**config.mk**
```make
export PLATFORM = sky130hd
export DESIGN_NAME = lagd_island_ctrl_regs
export DESIGN_NICKNAME = d
export VERILOG_FILES = /design/src/rtl/lagd_pkg.sv /design/src/rtl/lagd_job_fsm.sv /design/src/rtl/lagd_island_ctrl_regs.sv
export SDC_FILE = /design/constraint.sdc
export NUM_CORES = 1
export LEC_CHECK = 0
export BUFFER_PORTS_ARGS = -buffer_cell sky130_fd_sc_hd__buf_2
export CORE_ASPECT_RATIO = 1.4
export CORE_MARGIN = 2
export CORE_UTILIZATION = 50
export CTS_BUF_LIST = sky130_fd_sc_hd__clkbuf_4
export CTS_CLUSTER_DIAMETER = 200
export CTS_CLUSTER_SIZE = 16
export DETAILED_ROUTE_END_ITERATION = 6
export PLACE_DENSITY = 0.73
export SETUP_SLACK_MARGIN = 0.2
export SYNTH_ARGS = -nofsm -noshare
export SYNTH_HDL_FRONTEND = slang
export SYNTH_HIERARCHICAL = 1
export SYNTH_SLANG_ARGS = --single-unit
```
**constraint.sdc**
```tcl
create_clock -name clk_i -period 3.94 [get_ports clk_i]
set_clock_uncertainty 0.05 [all_clocks]
set_input_delay 0.197 -clock clk_i [delete_from_list [all_inputs] [get_ports clk_i]]
set_output_delay 0.197 -clock clk_i [all_outputs]
set_load 0.005 [all_outputs]
```
**src/rtl/lagd_pkg.sv**
```systemverilog
// Shared types and constants for the LAGD island control registers.
// Holds reg-bus structs, register offsets, bit indices and state enums.
package lagd_pkg;

    typedef struct packed {
        logic [31:0] addr;
        logic        write;
        logic [31:0] wdata;
        logic [3:0]  wstrb;
        logic        valid;
    } lagd_reg_req_t;

    typedef struct packed {
        logic [31:0] rdata;
        logic        error;
        logic        ready;
    } lagd_reg_rsp_t;

    localparam logic [7:0] OffCtrl     = 8'h00;
    localparam logic [7:0] OffStatus   = 8'h04;
    localparam logic [7:0] OffNumIter  = 8'h08;
    localparam logic [7:0] OffTimeout  = 8'h0C;
    localparam logic [7:0] OffCycleCnt = 8'h10;
    localparam logic [7:0] OffIterCnt  = 8'h14;
    localparam logic [7:0] OffId       = 8'h18;

    localparam int unsigned CtrlStart  = 0;
    localparam int unsigned CtrlAbort  = 1;
    localparam int unsigned CtrlIrqClr = 2;

    localparam int unsigned StatBusy    = 0;
    localparam int unsigned StatDone    = 1;
    localparam int unsigned StatAborted = 2;
    localparam int unsigned StatTimeout = 3;

    localparam logic [31:0] IdBase = 32'h0000_0000;

    typedef enum logic [1:0] {
        JobIdle = 2'd0,
        JobRun  = 2'd1,
        JobDone = 2'd2
    } lagd_job_state_e;

    typedef enum logic {
        HsIdle = 1'b0,
        HsResp = 1'b1
    } lagd_hs_state_e;

    function automatic logic [31:0] sat_inc(input logic [31:0] v);
        return (v == 32'hFFFF_FFFF) ? v : v + 32'd1;
    endfunction

    function automatic logic [31:0] strb_merge(
        input logic [31:0] old_v,
        input logic [31:0] wd,
        input logic [3:0]  strb
    );
        logic [31:0] r;
        r = old_v;
        for (int b = 0; b < 4; b++) begin
            if (strb[b]) r[8*b +: 8] = wd[8*b +: 8];
        end
        return r;
    endfunction

endpackage

```
**src/rtl/lagd_job_fsm.sv**
```systemverilog
// Island job state machine: start/abort pulses, iteration and cycle
// counters, timeout detection and the sticky result flags.
module lagd_job_fsm
    import lagd_pkg::*;
(
    input  logic        clk_i,
    input  logic        rst_ni,
    input  logic        start_i,
    input  logic        abort_i,
    input  logic        irq_clr_i,
    input  logic        iter_done_i,
    input  logic [31:0] num_iter_i,
    input  logic [31:0] timeout_i,
    output logic        core_start_o,
    output logic        core_abort_o,
    output logic        busy_o,
    output logic        done_o,
    output logic        aborted_o,
    output logic        timeout_o,
    output logic [31:0] cycle_cnt_o,
    output logic [31:0] iter_cnt_o,
    output logic        irq_o
);

    lagd_job_state_e state_q, state_d;
    logic [31:0] cyc_q, cyc_d;
    logic [31:0] iter_q, iter_d;
    logic [31:0] iter_inc;
    logic        done_q, done_d;
    logic        abrt_q, abrt_d;
    logic        tmo_q, tmo_d;
    logic        start_p_q, start_p_d;
    logic        abort_p_q, abort_p_d;
    logic        irq_q;
    logic        tmo_hit;

    assign iter_inc = iter_done_i ? sat_inc(iter_q) : iter_q;
    assign tmo_hit  = (timeout_i != 32'd0) && (cyc_q == timeout_i);

    always_comb begin
        state_d   = state_q;
        cyc_d     = cyc_q;
        iter_d    = iter_q;
        done_d    = done_q;
        abrt_d    = abrt_q;
        tmo_d     = tmo_q;
        start_p_d = 1'b0;
        abort_p_d = 1'b0;
        unique case (state_q)
            JobIdle, JobDone: begin
                if (start_i) begin
                    done_d = 1'b0;
                    abrt_d = 1'b0;
                    tmo_d  = 1'b0;
                    if (num_iter_i != 32'd0) begin
                        cyc_d     = '0;
                        iter_d    = '0;
                        start_p_d = 1'b1;
                        state_d   = JobRun;
                    end else begin
                        done_d  = 1'b1;
                        state_d = JobDone;
                    end
                end else if (irq_clr_i) begin
                    done_d  = 1'b0;
                    abrt_d  = 1'b0;
                    tmo_d   = 1'b0;
                    state_d = JobIdle;
                end
            end
            JobRun: begin
                // abort beats timeout beats iteration completion
                if (abort_i) begin
                    done_d    = 1'b1;
                    abrt_d    = 1'b1;
                    abort_p_d = 1'b1;
                    state_d   = JobDone;
                end else if (tmo_hit) begin
                    done_d    = 1'b1;
                    tmo_d     = 1'b1;
                    abort_p_d = 1'b1;
                    state_d   = JobDone;
                end else begin
                    iter_d = iter_inc;
                    if (iter_inc >= num_iter_i) begin
                        done_d  = 1'b1;
                        state_d = JobDone;
                    end else begin
                        cyc_d = sat_inc(cyc_q);
                    end
                end
            end
            default: state_d = JobIdle;
        endcase
    end

    always_ff @(posedge clk_i or negedge rst_ni) begin
        if (!rst_ni) begin
            state_q   <= JobIdle;
            cyc_q     <= '0;
            iter_q    <= '0;
            done_q    <= 1'b0;
            abrt_q    <= 1'b0;
            tmo_q     <= 1'b0;
            start_p_q <= 1'b0;
            abort_p_q <= 1'b0;
            irq_q     <= 1'b0;
        end else begin
            state_q   <= state_d;
            cyc_q     <= cyc_d;
            iter_q    <= iter_d;
            done_q    <= done_d;
            abrt_q    <= abrt_d;
            tmo_q     <= tmo_d;
            start_p_q <= start_p_d;
            abort_p_q <= abort_p_d;
            irq_q     <= done_d | abrt_d | tmo_d;
        end
    end

    assign core_start_o = start_p_q;
    assign core_abort_o = abort_p_q;
    assign busy_o       = (state_q == JobRun);
    assign done_o       = done_q;
    assign aborted_o    = abrt_q;
    assign timeout_o    = tmo_q;
    assign cycle_cnt_o  = cyc_q;
    assign iter_cnt_o   = iter_q;
    assign irq_o        = irq_q;

endmodule

```
**src/rtl/lagd_island_ctrl_regs.sv**
```systemverilog
// Per-island reg-bus responder: decodes the control/status window
// and drives the island job state machine.
module lagd_island_ctrl_regs
    import lagd_pkg::*;
#(
    parameter type         reg_req_t = lagd_reg_req_t,
    parameter type         reg_rsp_t = lagd_reg_rsp_t,
    parameter int unsigned IslandIdx = 0,
    parameter int unsigned AddrOffW  = 8
) (
    input  logic     clk_i,
    input  logic     rst_ni,
    input  reg_req_t reg_req_i,
    output reg_rsp_t reg_rsp_o,
    output logic     core_start_o,
    output logic     core_abort_o,
    input  logic     core_iter_done_i,
    output logic     irq_o
);

    lagd_hs_state_e hs_q;

    logic [AddrOffW-1:0] off;
    logic        accept;
    logic        req_err;
    logic        wr_ok;
    logic        hit;
    logic        is_ro;
    logic        is_ctrl;
    logic        is_num;
    logic        is_tmo;
    logic [31:0] rd_val;
    logic [31:0] num_iter_q;
    logic [31:0] timeout_q;
    logic [31:0] rdata_q;
    logic        error_q;
    logic [31:0] cycle_cnt;
    logic [31:0] iter_cnt;
    logic [3:0]  status;
    logic        busy;
    logic        done;
    logic        aborted;
    logic        timed_out;
    logic        ctrl_wr;
    logic        job_start;
    logic        job_abort;
    logic        job_irq_clr;
    logic        unused_addr;

    // window base bits are routed by the demux and not decoded here
    assign unused_addr = ^reg_req_i.addr;

    assign accept = (hs_q == HsIdle) && reg_req_i.valid;
    assign off    = reg_req_i.addr[AddrOffW-1:0];

    always_comb begin
        status              = '0;
        status[StatBusy]    = busy;
        status[StatDone]    = done;
        status[StatAborted] = aborted;
        status[StatTimeout] = timed_out;
    end

    always_comb begin
        hit     = 1'b0;
        is_ro   = 1'b0;
        is_ctrl = 1'b0;
        is_num  = 1'b0;
        is_tmo  = 1'b0;
        rd_val  = '0;
        unique case (off)
            AddrOffW'(OffCtrl): begin
                hit     = 1'b1;
                is_ctrl = 1'b1;
            end
            AddrOffW'(OffStatus): begin
                hit    = 1'b1;
                is_ro  = 1'b1;
                rd_val = {28'd0, status};
            end
            AddrOffW'(OffNumIter): begin
                hit    = 1'b1;
                is_num = 1'b1;
                rd_val = num_iter_q;
            end
            AddrOffW'(OffTimeout): begin
                hit    = 1'b1;
                is_tmo = 1'b1;
                rd_val = timeout_q;
            end
            AddrOffW'(OffCycleCnt): begin
                hit    = 1'b1;
                is_ro  = 1'b1;
                rd_val = cycle_cnt;
            end
            AddrOffW'(OffIterCnt): begin
                hit    = 1'b1;
                is_ro  = 1'b1;
                rd_val = iter_cnt;
            end
            AddrOffW'(OffId): begin
                hit    = 1'b1;
                is_ro  = 1'b1;
                rd_val = IdBase + 32'(IslandIdx);
            end
            default: ;
        endcase
    end

    assign req_err = !hit
                   || (off[1:0] != 2'b00)
                   || (reg_req_i.write && is_ro)
                   || (!reg_req_i.write && is_ctrl);

    assign wr_ok       = accept && reg_req_i.write && !req_err;
    assign ctrl_wr     = wr_ok && is_ctrl && reg_req_i.wstrb[0];
    assign job_start   = ctrl_wr && reg_req_i.wdata[CtrlStart];
    assign job_abort   = ctrl_wr && reg_req_i.wdata[CtrlAbort];
    assign job_irq_clr = ctrl_wr && reg_req_i.wdata[CtrlIrqClr];

    always_ff @(posedge clk_i or negedge rst_ni) begin
        if (!rst_ni) begin
            hs_q       <= HsIdle;
            rdata_q    <= '0;
            error_q    <= 1'b0;
            num_iter_q <= '0;
            timeout_q  <= '0;
        end else begin
            hs_q    <= accept ? HsResp : HsIdle;
            rdata_q <= '0;
            error_q <= 1'b0;
            if (accept) begin
                error_q <= req_err;
                if (!req_err && !reg_req_i.write) rdata_q <= rd_val;
            end
            if (wr_ok && is_num) begin
                num_iter_q <= strb_merge(num_iter_q, reg_req_i.wdata,
                                         reg_req_i.wstrb);
            end
            if (wr_ok && is_tmo) begin
                timeout_q <= strb_merge(timeout_q, reg_req_i.wdata,
                                        reg_req_i.wstrb);
            end
        end
    end

    always_comb begin
        reg_rsp_o       = '0;
        reg_rsp_o.rdata = rdata_q;
        reg_rsp_o.error = error_q;
        reg_rsp_o.ready = (hs_q == HsResp);
    end

    lagd_job_fsm u_job_fsm (
        .clk_i        (clk_i),
        .rst_ni       (rst_ni),
        .start_i      (job_start),
        .abort_i      (job_abort),
        .irq_clr_i    (job_irq_clr),
        .iter_done_i  (core_iter_done_i),
        .num_iter_i   (num_iter_q),
        .timeout_i    (timeout_q),
        .core_start_o (core_start_o),
        .core_abort_o (core_abort_o),
        .busy_o       (busy),
        .done_o       (done),
        .aborted_o    (aborted),
        .timeout_o    (timed_out),
        .cycle_cnt_o  (cycle_cnt),
        .iter_cnt_o   (iter_cnt),
        .irq_o        (irq_o)
    );

endmodule

```
* After elaboration in Yosys (flattened, before gate mapping)
Index checks and enable logic that the tools add are counted.
Storage, ports and cells: bits in registers 170, bits in latches 0, RAM bits 0, bits in read-only memories 0, input bits 73, output and inout bits 37, logic and storage cells 136, memories 0
Cells by class: add/subtract/negate cells 2, multiply operators 0, divide/modulo/power cells 0, magnitude comparators 1, equality and inequality tests 19, shifts and indexed selects 0, muxes and demuxes 51, bitwise logic cells 3, reductions and logical operators 40
Operators with widths (count):
- $mux 32 | 12
- $pmux 32 s5 | 1
- $pmux 32 s2 | 2
- $add 32x1->32 const B | 2
- $eq 32x32->1 const B | 2
- $reduce_bool 32->1 | 2
- $eq 32x32->1 | 1
- $ge 32x32->1 | 1
- $mux 1 | 26
- $eq 8x5->1 const B | 3
- $reduce_and 2->1 | 9
- $eq 8x4->1 const B | 2
- $logic_and 1x1->1 | 14
- $mux 2 | 6
- $ne 2x2->1 const B | 5
- $eq 8x3->1 const B | 1
- $logic_not 8->1 | 1
- $reduce_and 7->1 | 1
- $reduce_or 7->1 | 1
- $pmux 1 s2 | 3
- $reduce_and 5->1 | 1
- $ne 4x1->1 const B | 1
- $pmux 2 s2 | 1
- $reduce_bool 2->1 | 2
- other kinds (11) | 16

* Logic depth before layout (Yosys ltp)
depth in word-level cells 17, gate-level depth with buffers 20, mapped depth without buffers 14

* Modules after synthesis
Netlist, hierarchy kept.
Modules (own cells, without submodules):
- lagd_job_fsm | times used 1, cells an instance 670, area an instance 5621.6 µm²
- lagd_island_ctrl_regs | times used 1, cells an instance 392, area an instance 4949.7 µm²

* Worst setup path after synthesis
Ideal clock, no wire load.
kind reg2reg, start point reg u_job_fsm.iter_q[13] (netlist: u_job_fsm/iter_cnt_o[13]), end point reg u_job_fsm.cyc_q[14] (netlist: u_job_fsm/cycle_cnt_o[14]), library setup time 0.078 ns, arrival 4.160 ns, setup slack -0.348 ns, stages on the path, launching flop included 20, buffers on the path 5, clock period less this slack 4.288 ns, cell sequence dfrtp_1 buf_2 nand4_2 or3_1 buf_6 or4b_1 buf_6 nor2_8 nand2_2 xnor2_1 ha_1 a21oi_1 nand2_1 a221oi_1 nand4_1 or3_1 buf_2 buf_2 or4_1 a21oi_1
Between the ends: cells in the longest elaborated chain, start to end 6
RTL lines:
- start: declaration | RTL line lagd_job_fsm.sv:27 | logic [31:0] iter_q, iter_d;
- start signal: assignment | RTL line lagd_job_fsm.sv:111 | iter_q <= iter_d;
- $add 32x1->32 / $eq 32x32->1 (equally long branches) | RTL line lagd_pkg.sv:50 | return (v == 32'hFFFF_FFFF) ? v : v + 32'd1;
- $mux 32 | RTL line lagd_pkg.sv:50
- $mux 32 (*) | RTL line lagd_job_fsm.sv:37 | assign iter_inc = iter_done_i ? sat_inc(iter_q) : iter_q;
- $ge 32x32->1 (*) | RTL line lagd_job_fsm.sv:85 | if (iter_inc >= num_iter_i) begin
- $ne 2x2->1 (no line) (*)
- $reduce_and 7->1 (no line) (*)
- end signal: assignment | RTL line lagd_job_fsm.sv:110 | cyc_q <= cyc_d;
- end: declaration | RTL line lagd_job_fsm.sv:26 | logic [31:0] cyc_q, cyc_d;
Mark *: on every way between the ends. The rest lies on a longest branch, timed or not. A chain may end at the register's enable or synchronous reset.

* Final worst setup path
start point reg u_job_fsm.iter_q[7] (netlist: u_job_fsm/iter_cnt_o[7]), end point reg u_job_fsm.cyc_q[27] (netlist: u_job_fsm/cycle_cnt_o[27])
The elaborated chain is that of the path after synthesis.

==> flow_metrics.env <==
export IMPL_setup_viol=33
export IMPL_dr_pass1_iters=7
export IMPL_power_switching_uw=852.2
export IMPL_clockBufferDepth=2
export IMPL_power_uw=3036
export IMPL_cts_buffers=17
export IMPL_gr_total_overflow=0
export IMPL_dieArea_sq_mm=0.02234
export IMPL_h_tree_depth=4
export IMPL_clk_latency_ns=0.62
export IMPL_arrival_ns=4.85
export IMPL_die_h_microns=176.0
export IMPL_synth_area_mux_share_pct=13.84
export IMPL_synth_top_area_share_pct=40.24
export IMPL_synth_edf_count=0
export IMPL_period_share_pct=110.5
export IMPL_critPathRequiredTime_ns=4.43
export IMPL_synthSimpleGateAreaFrac_pct=20.50
export IMPL_synthesis_area_sq_mm=0.01057
export IMPL_areaGrowthSynthToFinish_pct=22.61
export IMPL_synth_compound_area_share_pct=11.94
export IMPL_synth_top_family_by_area="simple AND/OR/NAND/NOR gates"
export IMPL_p_per_area_mw_per_mm2=234.3
export IMPL_yosys_warnings=6
export IMPL_syn_area_per_cell_sq_um=9.954
export IMPL_dp_hpwl_microns=23360
export IMPL_design_portCount=110
export IMPL_rsz0062_at_grt="true"
export IMPL_peakVddDrop_uv=166.9
export IMPL_p_sw_share_pct=28.07
export IMPL_cts_sinks=170
export IMPL_start_util_pct=51.23
export IMPL_drive_gt1_share_pct=34.93
export IMPL_sequentialPowerShare_pct=58.3
export IMPL_intPower_uw=2184
export IMPL_ys_seq_elements=170
export IMPL_holdCritStartpoint="reg_req_i[37]"
export IMPL_grt_pass1_wl_microns=51810
export IMPL_maxSlewHeadroom_pct=32.11
export IMPL_grt_total_usage_pct=29.74
export IMPL_post_route_util_pct=62.81
export IMPL_drt_iter0_markers=1103
export IMPL_fp_dieW_microns=126.9
export IMPL_yosys_area_share_adder_pct=4.024
export IMPL_synthArstFlopShare_pct=100.0
export IMPL_antenna_left=0
export IMPL_drcViolationCount=25
export IMPL_worst_setup_path_type="flop to flop"
export IMPL_synth_ff_type="dfrtp_1"
export IMPL_postLayoutSetupSlackWorst_ns=-0.4135
export IMPL_grt_pass1_vias=9599
export IMPL_worstMarginPinSlew_ns=1.018
export IMPL_coreArea_sq_mm=0.02063
export IMPL_cp_max_fo=7
export IMPL_port_buffers=85
export IMPL_synthXorXnorAreaFrac_pct=5.291
export IMPL_synth_area_leaders="dfrtp_1 (40%), mux2_2 (14%), nand3_1 (4.1%), ha_1 (4.0%), xor2_1 (3.1%)"
export IMPL_via_count=9700
export IMPL_timing_rr_start="u_job_fsm/iter_cnt_o[7]$_DFFE_PN0P_"
export IMPL_synth_nets=1169
export IMPL_vias_per_cell=6.348
export IMPL_drv_slew=0
export IMPL_drv_cap=0
export IMPL_routed_wl_microns=33230
export IMPL_p_comb_share_pct=8.4
export IMPL_path_clk_slew_ns=0.15
export IMPL_crit_start="u_job_fsm/iter_cnt_o[7]$_DFFE_PN0P_"
export IMPL_fmax_mhz=229.7
export IMPL_cts_root_buf="clkbuf_4"
export IMPL_grt_max_degree=111
export IMPL_cts_tree="built"
export IMPL_yosysTopAreaCell="dfrtp_1"
export IMPL_final_min_clock_period_ns=4.353
export IMPL_pwr_share_clk_pct=33.3
export IMPL_globalplace_congestion=0.9334
export IMPL_cp_start_kind="flop"
export IMPL_nNetsFinal=1365
export IMPL_violations="design-rule violations, negative setup slack"
export IMPL_p_leak_uw=0.006137
export IMPL_hold_viol=0
export IMPL_status="complete, but fails checks"
export IMPL_post_drt_wl_per_cell_microns=21.75
export IMPL_synth_distinct_cells=66
export IMPL_synthCells=1062
export IMPL_placementRows=62
export IMPL_ys_seq_area_share_pct=40.24
export IMPL_antenna_found_initial=1
export IMPL_end_kind="flop"
export IMPL_hp_class="input port to flop"
[power groups by stage]
stage                     Clock (uW)  Sequential, uW  Combinational (uW)
after floorplan                    0            1800                 113
after detailed placement           0            1800                 225
after global routing            1090            1770                 279
after CTS                       1020            1770                 253
after global placement             0            1800                 221
final                           1010            1770                 255
[cell usage after synthesis (all sizes together) (7+ instances only)]
| cell | n |
|---|---|
| dfrtp | 170 |
| mux2 | 129 |
| nand3 | 88 |
| nand2 | 59 |
| a21oi | 50 |
| o21ai | 50 |
| inv | 42 |
| clkbuf | 40 |
| xor2 | 38 |
| ha | 34 |
| nand4 | 34 |
| nor2 | 34 |
| or3 | 34 |
| a211oi | 32 |
| nor4 | 31 |
| o31ai | 29 |
| xnor2 | 25 |
| buf | 23 |
| and3 | 16 |
| or4 | 13 |
| and4 | 12 |
| and2 | 11 |
| a31oi | 7 |
| nor2b | 7 |
[critical path: stages, from the launching register on]
cell       delay, ns
dfrtp_1         0.38
nand4_1         0.19
or3_4           0.41
or4b_4          0.49
buf_8           0.16
nor2_8          0.13
nand2_4         0.08
xnor2_2         0.14
ha_1            0.28
nand4_1         0.16
buf_4           0.13
a2bb2oi_1       0.26
nand4_1         0.19
or3_4           0.40
buf_12          0.16
clkbuf_16       0.16
or3_4           0.36
a21oi_2         0.14
[stage by stage]
stage	cell area, sq um	hold WS, ns	worst slack (ns)	std cells	TNS [ns]
3_3_place_gp	11900	0.3462	-0.2642	1445	-5.056
3_5_place_dp	11900	0.3615	-0.3508	1445	-7.838
6_report	12960	0.04015	-0.4135	1528	-10.82
2_1_floorplan	10610	-0.1486	-0.2310	1062	-4.818
4_1_cts	12680	0.01319	-0.3155	1520	-8.468
5_1_grt	12960	0.04297	-0.5150	1528	-14.78
[final timing paths]
path                            cells after the start  slack (ns)                                     to
max in group asynchronous                           3        2.70              timeout_q[11]$_DFFE_PN0P_
worst max-delay path                               17       -0.41  u_job_fsm/cycle_cnt_o[27]$_DFFE_PN0P_
worst max register to register                     17       -0.41  u_job_fsm/cycle_cnt_o[27]$_DFFE_PN0P_
min in group asynchronous                           2        0.25    u_job_fsm/iter_cnt_o[1]$_DFFE_PN0P_
worst min-delay path                                3        0.04                      error_q$_DFF_PN0_
worst min register to register                      1        0.51                         hs_q$_DFF_PN0_
[layout by cell type (no fill, tap or decap), types with 24 or more instances in the layout]
master | netlist | final
dfrtp_1 | 170 | 169
mux2_2 | 129 | 129
buf_4 | 2 | 114
nand3_1 | 87 | 87
buf_2 | 17 | 84
nand2_1 | 57 | 56
inv_1 | 42 | 42
o21ai_0 | 43 | 42
xor2_1 | 37 | 37
a21oi_1 | 50 | 36
dlygate4sd3_1 | 0 | 34
ha_1 | 34 | 33
a211oi_1 | 32 | 32
nor2_1 | 32 | 30
nor4_1 | 29 | 27
or3_1 | 34 | 26
nand4_1 | 24 | 24
[routing by layer]
metal / GRT usage, % / wire length (microns) / up-vias
li1: - / - / 4351
met1: 35.55 / 12840 / 4721
met2: 50.90 / 16630 / 512
met3: 4.970 / 1924 / 116
met4: 16.44 / 1840 / 0
met5: 0 / 0 / -
[state kept, by name (all words and copies together), names as in the netlist]
register                count
error_q                     1
u_job_fsm/core_start_o      1
num_iter_q                 32
u_job_fsm/state_q           2
u_job_fsm/irq_o             1
u_job_fsm/core_abort_o      1
u_job_fsm/iter_cnt_o       32
timeout_q                  32
u_job_fsm/done_o            1
rdata_q                    32
u_job_fsm/cycle_cnt_o      32
u_job_fsm/aborted_o         1
u_job_fsm/timeout_o         1
hs_q                        1
[what timing repair did]
| action | 4_1_cts | 5_1_grt |
|---|---|---|
| pin swaps | 6 | 9 |
| endpoints found under the setup margin | 33 | 36 |
| hold endpoints to repair | 175 | 0 |
| hold buffers | 34 | 0 |
| buffers inserted | 7 | 6 |
| gates resized for setup | 13 | 42 |
| cloned | 2 | 1 |
[final cells by class]
class,instances,area (sq um)
timing repair buffer,240,1783
sequential,170,4255
clock buffer,17,127.6
inverter,42,157.7
fill,1707,7674
multi-input combinational,787,6178
clock inverter,15,136.4
antenna,1,2.502
tap,256,320.3
[kinds of logic after synthesis]
family                   Yosys count
AND/OR/NAND/NOR                  364
AO/OA/AOI/OAI                    196
flip-flops                       170
multiplexers                     130
buffers and inverters            105
XOR/XNOR                          63
adder cells (fa/ha/maj)           34
Note: power is estimated with default switching activity, not from simulation.
